<file path="config.mk">
export PLATFORM = sky130hd
export DESIGN_NAME = lockin_acumulador
export DESIGN_NICKNAME = d
export VERILOG_FILES = /design/src/rtl/lockin_acumulador.sv
export SDC_FILE = /design/constraint.sdc
export NUM_CORES = 2
export LEC_CHECK = 0
export ABC_AREA = 1
export BUFFER_PORTS_ARGS = -buffer_cell sky130_fd_sc_hd__buf_4
export CAP_MARGIN = 20
export CORE_MARGIN = 2
export CORE_UTILIZATION = 45
export DETAILED_ROUTE_END_ITERATION = 10
export MAX_ROUTING_LAYER = met4
export PLACE_DENSITY = 0.68
export SLEW_MARGIN = 25
export SYNTH_ARGS = -nofsm -noshare
export SYNTH_HDL_FRONTEND = slang
export SYNTH_SLANG_ARGS = --single-unit
</file>
<file path="constraint.sdc">
create_clock -name clk -period 10.74 [get_ports clk]
set_input_delay 0.537 -clock clk [delete_from_list [all_inputs] [get_ports clk]]
set_output_delay 0.537 -clock clk [all_outputs]
set_load 0.005 [all_outputs]
</file>
<file path="src/rtl/lockin_acumulador.sv">
// Dual-phase lock-in demodulator/accumulator.
// Multiplies each sample by sine/cosine references and sums both products
// over N complete periods of M samples. A one-cycle pulse marks the update
// of the in-phase and quadrature window sums.
module lockin_acumulador #(
  parameter int Q_in  = 24,
  parameter int Q_ref = 16,
  parameter int M     = 16,
  parameter int N     = 8,
  parameter int Q_out = 64
) (
  input  logic             clk,
  input  logic             reset_n,
  input  logic             enable,
  input  logic [Q_in-1:0]  data_in,
  input  logic             data_in_valid,
  output logic [Q_out-1:0] data_out_fase,
  output logic [Q_out-1:0] data_out_cuad,
  output logic             data_out_valid,
  output logic             busy
);

  localparam int KW    = $clog2(M);
  localparam int PW    = (N > 1) ? $clog2(N) : 1;
  localparam int PRODW = Q_in + Q_ref;
  localparam int AMP   = 2 ** (Q_ref - 1) - 1;

  // Reject parameter sets that could overflow the accumulator or break the
  // counter wrap logic.
  if (Q_out < Q_in + Q_ref + $clog2(M * N)) begin : g_bad_qout
    $error("lockin_acumulador: Q_out too small for Q_in+Q_ref+log2(M*N)");
  end
  if ((M < 4) || ((M & (M - 1)) != 0)) begin : g_bad_m
    $error("lockin_acumulador: M must be a power of two >= 4");
  end
  if ((N < 1) || ((N & (N - 1)) != 0)) begin : g_bad_n
    $error("lockin_acumulador: N must be a power of two >= 1");
  end

  // Reference table, rounded half away from zero so each period sums to 0.
  function automatic logic [M*Q_ref-1:0] ref_table(input bit use_cos);
    logic [M*Q_ref-1:0] tab;
    real ang;
    real v;
    int  r;
    tab = '0;
    for (int k = 0; k < M; k++) begin
      ang = 2.0 * 3.14159265358979323846 * real'(k) / real'(M);
      v   = real'(AMP) * (use_cos ? $cos(ang) : $sin(ang));
      r   = (v >= 0.0) ? $rtoi(v + 0.5) : -$rtoi(-v + 0.5);
      tab[k*Q_ref +: Q_ref] = Q_ref'(r);
    end
    return tab;
  endfunction

  localparam logic [M*Q_ref-1:0] SIN_ROM = ref_table(1'b0);
  localparam logic [M*Q_ref-1:0] COS_ROM = ref_table(1'b1);

  typedef enum logic {S_IDLE, S_RUN} state_t;

  state_t            state_q, state_d;
  logic [KW-1:0]     k_q, k_d;
  logic [PW-1:0]     p_q, p_d;
  logic              accept;
  logic              at_first;
  logic              at_last;

  logic [Q_in-1:0]   s1_x_q, s1_x_d;
  logic [Q_ref-1:0]  s1_sin_q, s1_sin_d;
  logic [Q_ref-1:0]  s1_cos_q, s1_cos_d;
  logic              s1_first_q, s1_first_d;
  logic              s1_last_q, s1_last_d;
  logic              s1_valid_q, s1_valid_d;

  logic [PRODW-1:0]  s2_fase_q, s2_fase_d;
  logic [PRODW-1:0]  s2_cuad_q, s2_cuad_d;
  logic              s2_first_q, s2_first_d;
  logic              s2_last_q, s2_last_d;
  logic              s2_valid_q, s2_valid_d;

  logic [Q_out-1:0]  acc_fase_q, acc_fase_d;
  logic [Q_out-1:0]  acc_cuad_q, acc_cuad_d;
  logic [Q_out-1:0]  out_fase_q, out_fase_d;
  logic [Q_out-1:0]  out_cuad_q, out_cuad_d;
  logic              out_valid_q, out_valid_d;

  assign at_first = (k_q == '0) && (p_q == '0);
  assign at_last  = (k_q == KW'(M - 1)) && (p_q == PW'(N - 1));

  // Window FSM: sample acceptance and period/sample index counters.
  always_comb begin
    // NOTE: every signal gets a default first so no path leaves it unassigned
    // and no latch is inferred.
    state_d = state_q;
    k_d     = k_q;
    p_d     = p_q;
    accept  = 1'b0;
    case (state_q)
      S_IDLE: begin
        k_d = '0;
        p_d = '0;
        if (enable) state_d = S_RUN;
      end
      S_RUN: begin
        if (!enable) begin
          // Abort: partial window and any sample in this cycle are dropped.
          state_d = S_IDLE;
          k_d     = '0;
          p_d     = '0;
        end else if (data_in_valid) begin
          accept = 1'b1;
          if (k_q == KW'(M - 1)) begin
            k_d = '0;
            p_d = (p_q == PW'(N - 1)) ? '0 : p_q + 1'b1;
          end else begin
            k_d = k_q + 1'b1;
          end
        end
      end
      default: state_d = S_IDLE;
    endcase
  end

  // Pipeline next-state: S1 capture, S2 products, S3 accumulate/emit.
  always_comb begin
    logic [PRODW-1:0] x_ext, sin_ext, cos_ext;
    logic [Q_out-1:0] fase_ext, cuad_ext, fase_sum, cuad_sum;
    logic             advance;

    s1_valid_d = accept;
    s1_x_d     = data_in;
    s1_sin_d   = SIN_ROM[k_q*Q_ref +: Q_ref];
    s1_cos_d   = COS_ROM[k_q*Q_ref +: Q_ref];
    s1_first_d = at_first;
    s1_last_d  = at_last;

    // Dropping enable flushes whatever is still in flight.
    s2_valid_d = s1_valid_q & enable;
    x_ext      = PRODW'($signed(s1_x_q));
    sin_ext    = PRODW'($signed(s1_sin_q));
    cos_ext    = PRODW'($signed(s1_cos_q));
    s2_fase_d  = x_ext * sin_ext;
    s2_cuad_d  = x_ext * cos_ext;
    s2_first_d = s1_first_q;
    s2_last_d  = s1_last_q;

    advance  = s2_valid_q & enable;
    fase_ext = {{(Q_out-PRODW){s2_fase_q[PRODW-1]}}, s2_fase_q};
    cuad_ext = {{(Q_out-PRODW){s2_cuad_q[PRODW-1]}}, s2_cuad_q};
    // A first-of-window product loads rather than adds: no clear cycle.
    fase_sum = s2_first_q ? fase_ext : acc_fase_q + fase_ext;
    cuad_sum = s2_first_q ? cuad_ext : acc_cuad_q + cuad_ext;

    acc_fase_d  = advance ? fase_sum : acc_fase_q;
    acc_cuad_d  = advance ? cuad_sum : acc_cuad_q;
    out_valid_d = advance & s2_last_q;
    out_fase_d  = out_valid_d ? fase_sum : out_fase_q;
    out_cuad_d  = out_valid_d ? cuad_sum : out_cuad_q;
  end

  // Control registers with synchronous active-low reset.
  always_ff @(posedge clk) begin
    // NOTE: sequential state uses non-blocking (<=) so every flop samples the
    // pre-edge values regardless of statement order.
    if (!reset_n) begin
      state_q <= S_IDLE;
      k_q     <= '0;
      p_q     <= '0;
    end else begin
      state_q <= state_d;
      k_q     <= k_d;
      p_q     <= p_d;
    end
  end

  // Pipeline, accumulator and output registers; reset clears all valids.
  always_ff @(posedge clk) begin
    if (!reset_n) begin
      s1_x_q      <= '0;
      s1_sin_q    <= '0;
      s1_cos_q    <= '0;
      s1_first_q  <= 1'b0;
      s1_last_q   <= 1'b0;
      s1_valid_q  <= 1'b0;
      s2_fase_q   <= '0;
      s2_cuad_q   <= '0;
      s2_first_q  <= 1'b0;
      s2_last_q   <= 1'b0;
      s2_valid_q  <= 1'b0;
      acc_fase_q  <= '0;
      acc_cuad_q  <= '0;
      out_fase_q  <= '0;
      out_cuad_q  <= '0;
      out_valid_q <= 1'b0;
    end else begin
      s1_x_q      <= s1_x_d;
      s1_sin_q    <= s1_sin_d;
      s1_cos_q    <= s1_cos_d;
      s1_first_q  <= s1_first_d;
      s1_last_q   <= s1_last_d;
      s1_valid_q  <= s1_valid_d;
      s2_fase_q   <= s2_fase_d;
      s2_cuad_q   <= s2_cuad_d;
      s2_first_q  <= s2_first_d;
      s2_last_q   <= s2_last_d;
      s2_valid_q  <= s2_valid_d;
      acc_fase_q  <= acc_fase_d;
      acc_cuad_q  <= acc_cuad_d;
      out_fase_q  <= out_fase_d;
      out_cuad_q  <= out_cuad_d;
      out_valid_q <= out_valid_d;
    end
  end

  assign data_out_fase  = out_fase_q;
  assign data_out_cuad  = out_cuad_q;
  assign data_out_valid = out_valid_q;
  assign busy           = (state_q == S_RUN);

endmodule

</file>
==> reports/metrics.yaml <==
ys_ff_latch: 397
synthArstFlopShare_pct: 0
avgSynthCellArea_um2: 6.87
tightest_slew_ns: 1.05
final_util_pct: 49.0
synthCells: 7933
rsz0062_at_grt: "no"
cts_tree: "built"
placed_area_um2: 57000
place_ws_ns: 4.03
ios: 158
max_slew_margin_pct: 29.9
status: "finished clean"
yosys-top-cells-area: "fa_1 27%, dfxtp_1 15%, nand2_1 15%"
worst-setup-path-type: "register to register"
maxCapViolCount: 0
final_cells: 9601
crit_path_top_delay_cell: "dfxtp_1"
clock_latency_ns: 0.68
numCtsBuffers: 52
start_util_pct: 45.4
setup_tns_ns: 0
timing.final.ws_setup_ns: 3.96
drc: 0
post_cts_buffers: 0
synth_ff_type: "dfxtp_1"
dp_cells: 9505
dp_hpwl_um: 144000
cp.arrival_ns: 7.36
hold_buffers: 0
vdd_drop_max_mv: 0.288
hold_depth: 3
final_min_period_over_clock_period_pct: 63.1
overflow: 0
clkSinkCount: 397
core-area_um2: 120000
grt_pass1_wl_um: 271000
crit_required_ns: 11.32
skew_ns: 0.0565
antenna_found_initial: 8
slew_viol_final: 0
leakage_nw: 34.1
area_growth_pct: 7.97
period_minus_slack_ns: 6.78
drt_first_pass_iters: 6
max_freq_ghz: 0.148
drive_gt1_share_pct: 5.43
vias_per_cell: 5.03
htreeDepth: 2
synth.distinct_cells: 57
fp.dieW_um: 352
grt_pass1_vias: 47900
endpoint_kind: "register"
fin_area_um2: 58800
ctsRootBufferMaster: "clkbuf_16"
dieHeight_um: 352
fin_nets: 9053
finalWirelength_um: 172000
hold_violations: 0
gp_congestion: 1.00
crit_path_frequent_cell: "fa_1"
crit_chain: "nand2_1, inv_1, fa_1, inv_1, fa_1, inv_1, fa_1, fa_1, fa_1, fa_1, ha_1, a21oi_1, a21boi_0, o221ai_1, a21oi_1, nand3_1, nand2_1, nand2_1, nor2_1"
drt_iter0_markers: 3822
num_vias: 48200
io_buffer_count: 157
power.density_nw_per_um2: 128
worstPathMaxFanout: 24
post_drt_wl_per_cell_um: 17.9
critPathLaunchType: "register"
synth_nets: 9039
seq_area_frac_synth_pct: 14.6
setup_viol: 0
synth_area_um2: 54500
holdWs_ns: 0.0559
antenna_left: 0
cpPeakStageDelay_ns: 0.96
track_usage_pct: 28.7
total_power_mw: 7.55
reg2reg_depth: 19
cts.clk_slew.worst_paths_ns: 0.07
dieArea_um2: 124000
post-synth-top-area-cell: "fa_1"
rows: 127
synth_edf_count: 0
ctsResizeCount: 0
grt_max_degree: 143
synth_top_area_share_pct: 27.1
hp-class: "primary input to register"
yosys_warnings: 0
clock_path_buffers: 3
## layout by cell type, fill, tap and decap left out, types with 23 or more instances in the layout
cell type and instances:
or2_1 23, a21oi_1 283, nand3_1 408, ha_1 341
buf_4 186, nor2_2 28, o21ai_0 225, o21a_1 86
nand2_2 44, clkbuf_16 52, nor3_1 23, dfxtp_1 384
fa_1 737, o21bai_1 56, nand4_1 44, nand2_1 2113
xnor2_1 39, inv_1 2032, nor2_1 594
## critical path: cells and delay by family (launching register included)
family | cells | cell delay, ns
DFF | 1 | 0.96
buffers and inverters | 3 | 0.77
AOI/OAI and AO/OA | 4 | 1.03
and+or+nand+nor | 5 | 0.69
adders and majority gates | 7 | 3.24
## synth_stat cells (5+ instances only)
library cell	count
a211oi_1	8
nor2_2	28
buf_2	36
nand2_2	44
nand3_2	18
nand2_1	2113
o21bai_1	56
nand4_1	44
nand3_1	408
fa_1	737
buf_1	6
o21ai_1	21
dfxtp_1	397
a21o_1	9
nor3_2	6
nor2_1	594
o211ai_1	21
a21oi_1	283
o21a_1	86
clkbuf_1	179
xor2_1	21
xnor2_1	39
nor3_1	23
o221ai_1	6
ha_1	341
clkinv_1	5
nand3b_1	19
or2_1	23
a31oi_1	12
or2_2	18
o21ai_0	225
inv_2	5
buf_4	5
nor4_1	14
inv_1	2032
and3_1	12
## area by class of cell
type                       count  area, µm²
timing repair buffer         188       1430
antenna                        1       2.50
sequential                   397       7970
fill                       12300      61200
inverter                    2042       7680
clock buffer                  69       1470
tap                         1612       2020
clock inverter                26        328
multi-input combinational   5266      37900
## layer usage
metal | part of all wire [%] | GRT usage (%)
met5 | 0 | -
met4 | 2.9 | 7.55
met3 | 6.0 | 3.07
met2 | 47 | 46.5
met1 | 44 | 38.2
## where the power goes
part           switching [mW]  total [mW]  internal, mW
sequential              0.151        1.71          1.56
combinational            2.64        3.98          1.34
clock                   0.773        1.86          1.09
## cells by family after synthesis
kind of cell,Yosys count,share of synthesized area [%]
buffers and inverters,2270,15.8
adders and majority gates,1078,34.9
AOI/OAI and AO/OA,748,7.92
and+or+nand+nor,3380,25.8
xor gates and xnor gates,60,0.965
DFF,397,14.6
## state kept, by name, summed over array words and instances (netlist names), 3 cells and up
signal,flops
acc_cuad_q,64
acc_fase_q,64
data_out_cuad,64
data_out_fase,64
k_q,4
p_q,3
s1_cos_q,11
s1_sin_q,11
s1_x_q,24
s2_cuad_q,40
s2_fase_q,40
## worst paths after layout
kind / start / endpoint / slack, ns
setup / recovery: s1_sin_q[5] / s2_fase_q[39] / 3.96
hold / removal: data_in[16] / s1_x_q[16] / 0.06
setup reg to reg: s1_sin_q[5] / s2_fase_q[39] / 3.96
hold reg to reg: s1_first_q / s2_first_q / 0.40
(Power assumes the default switching activity.)
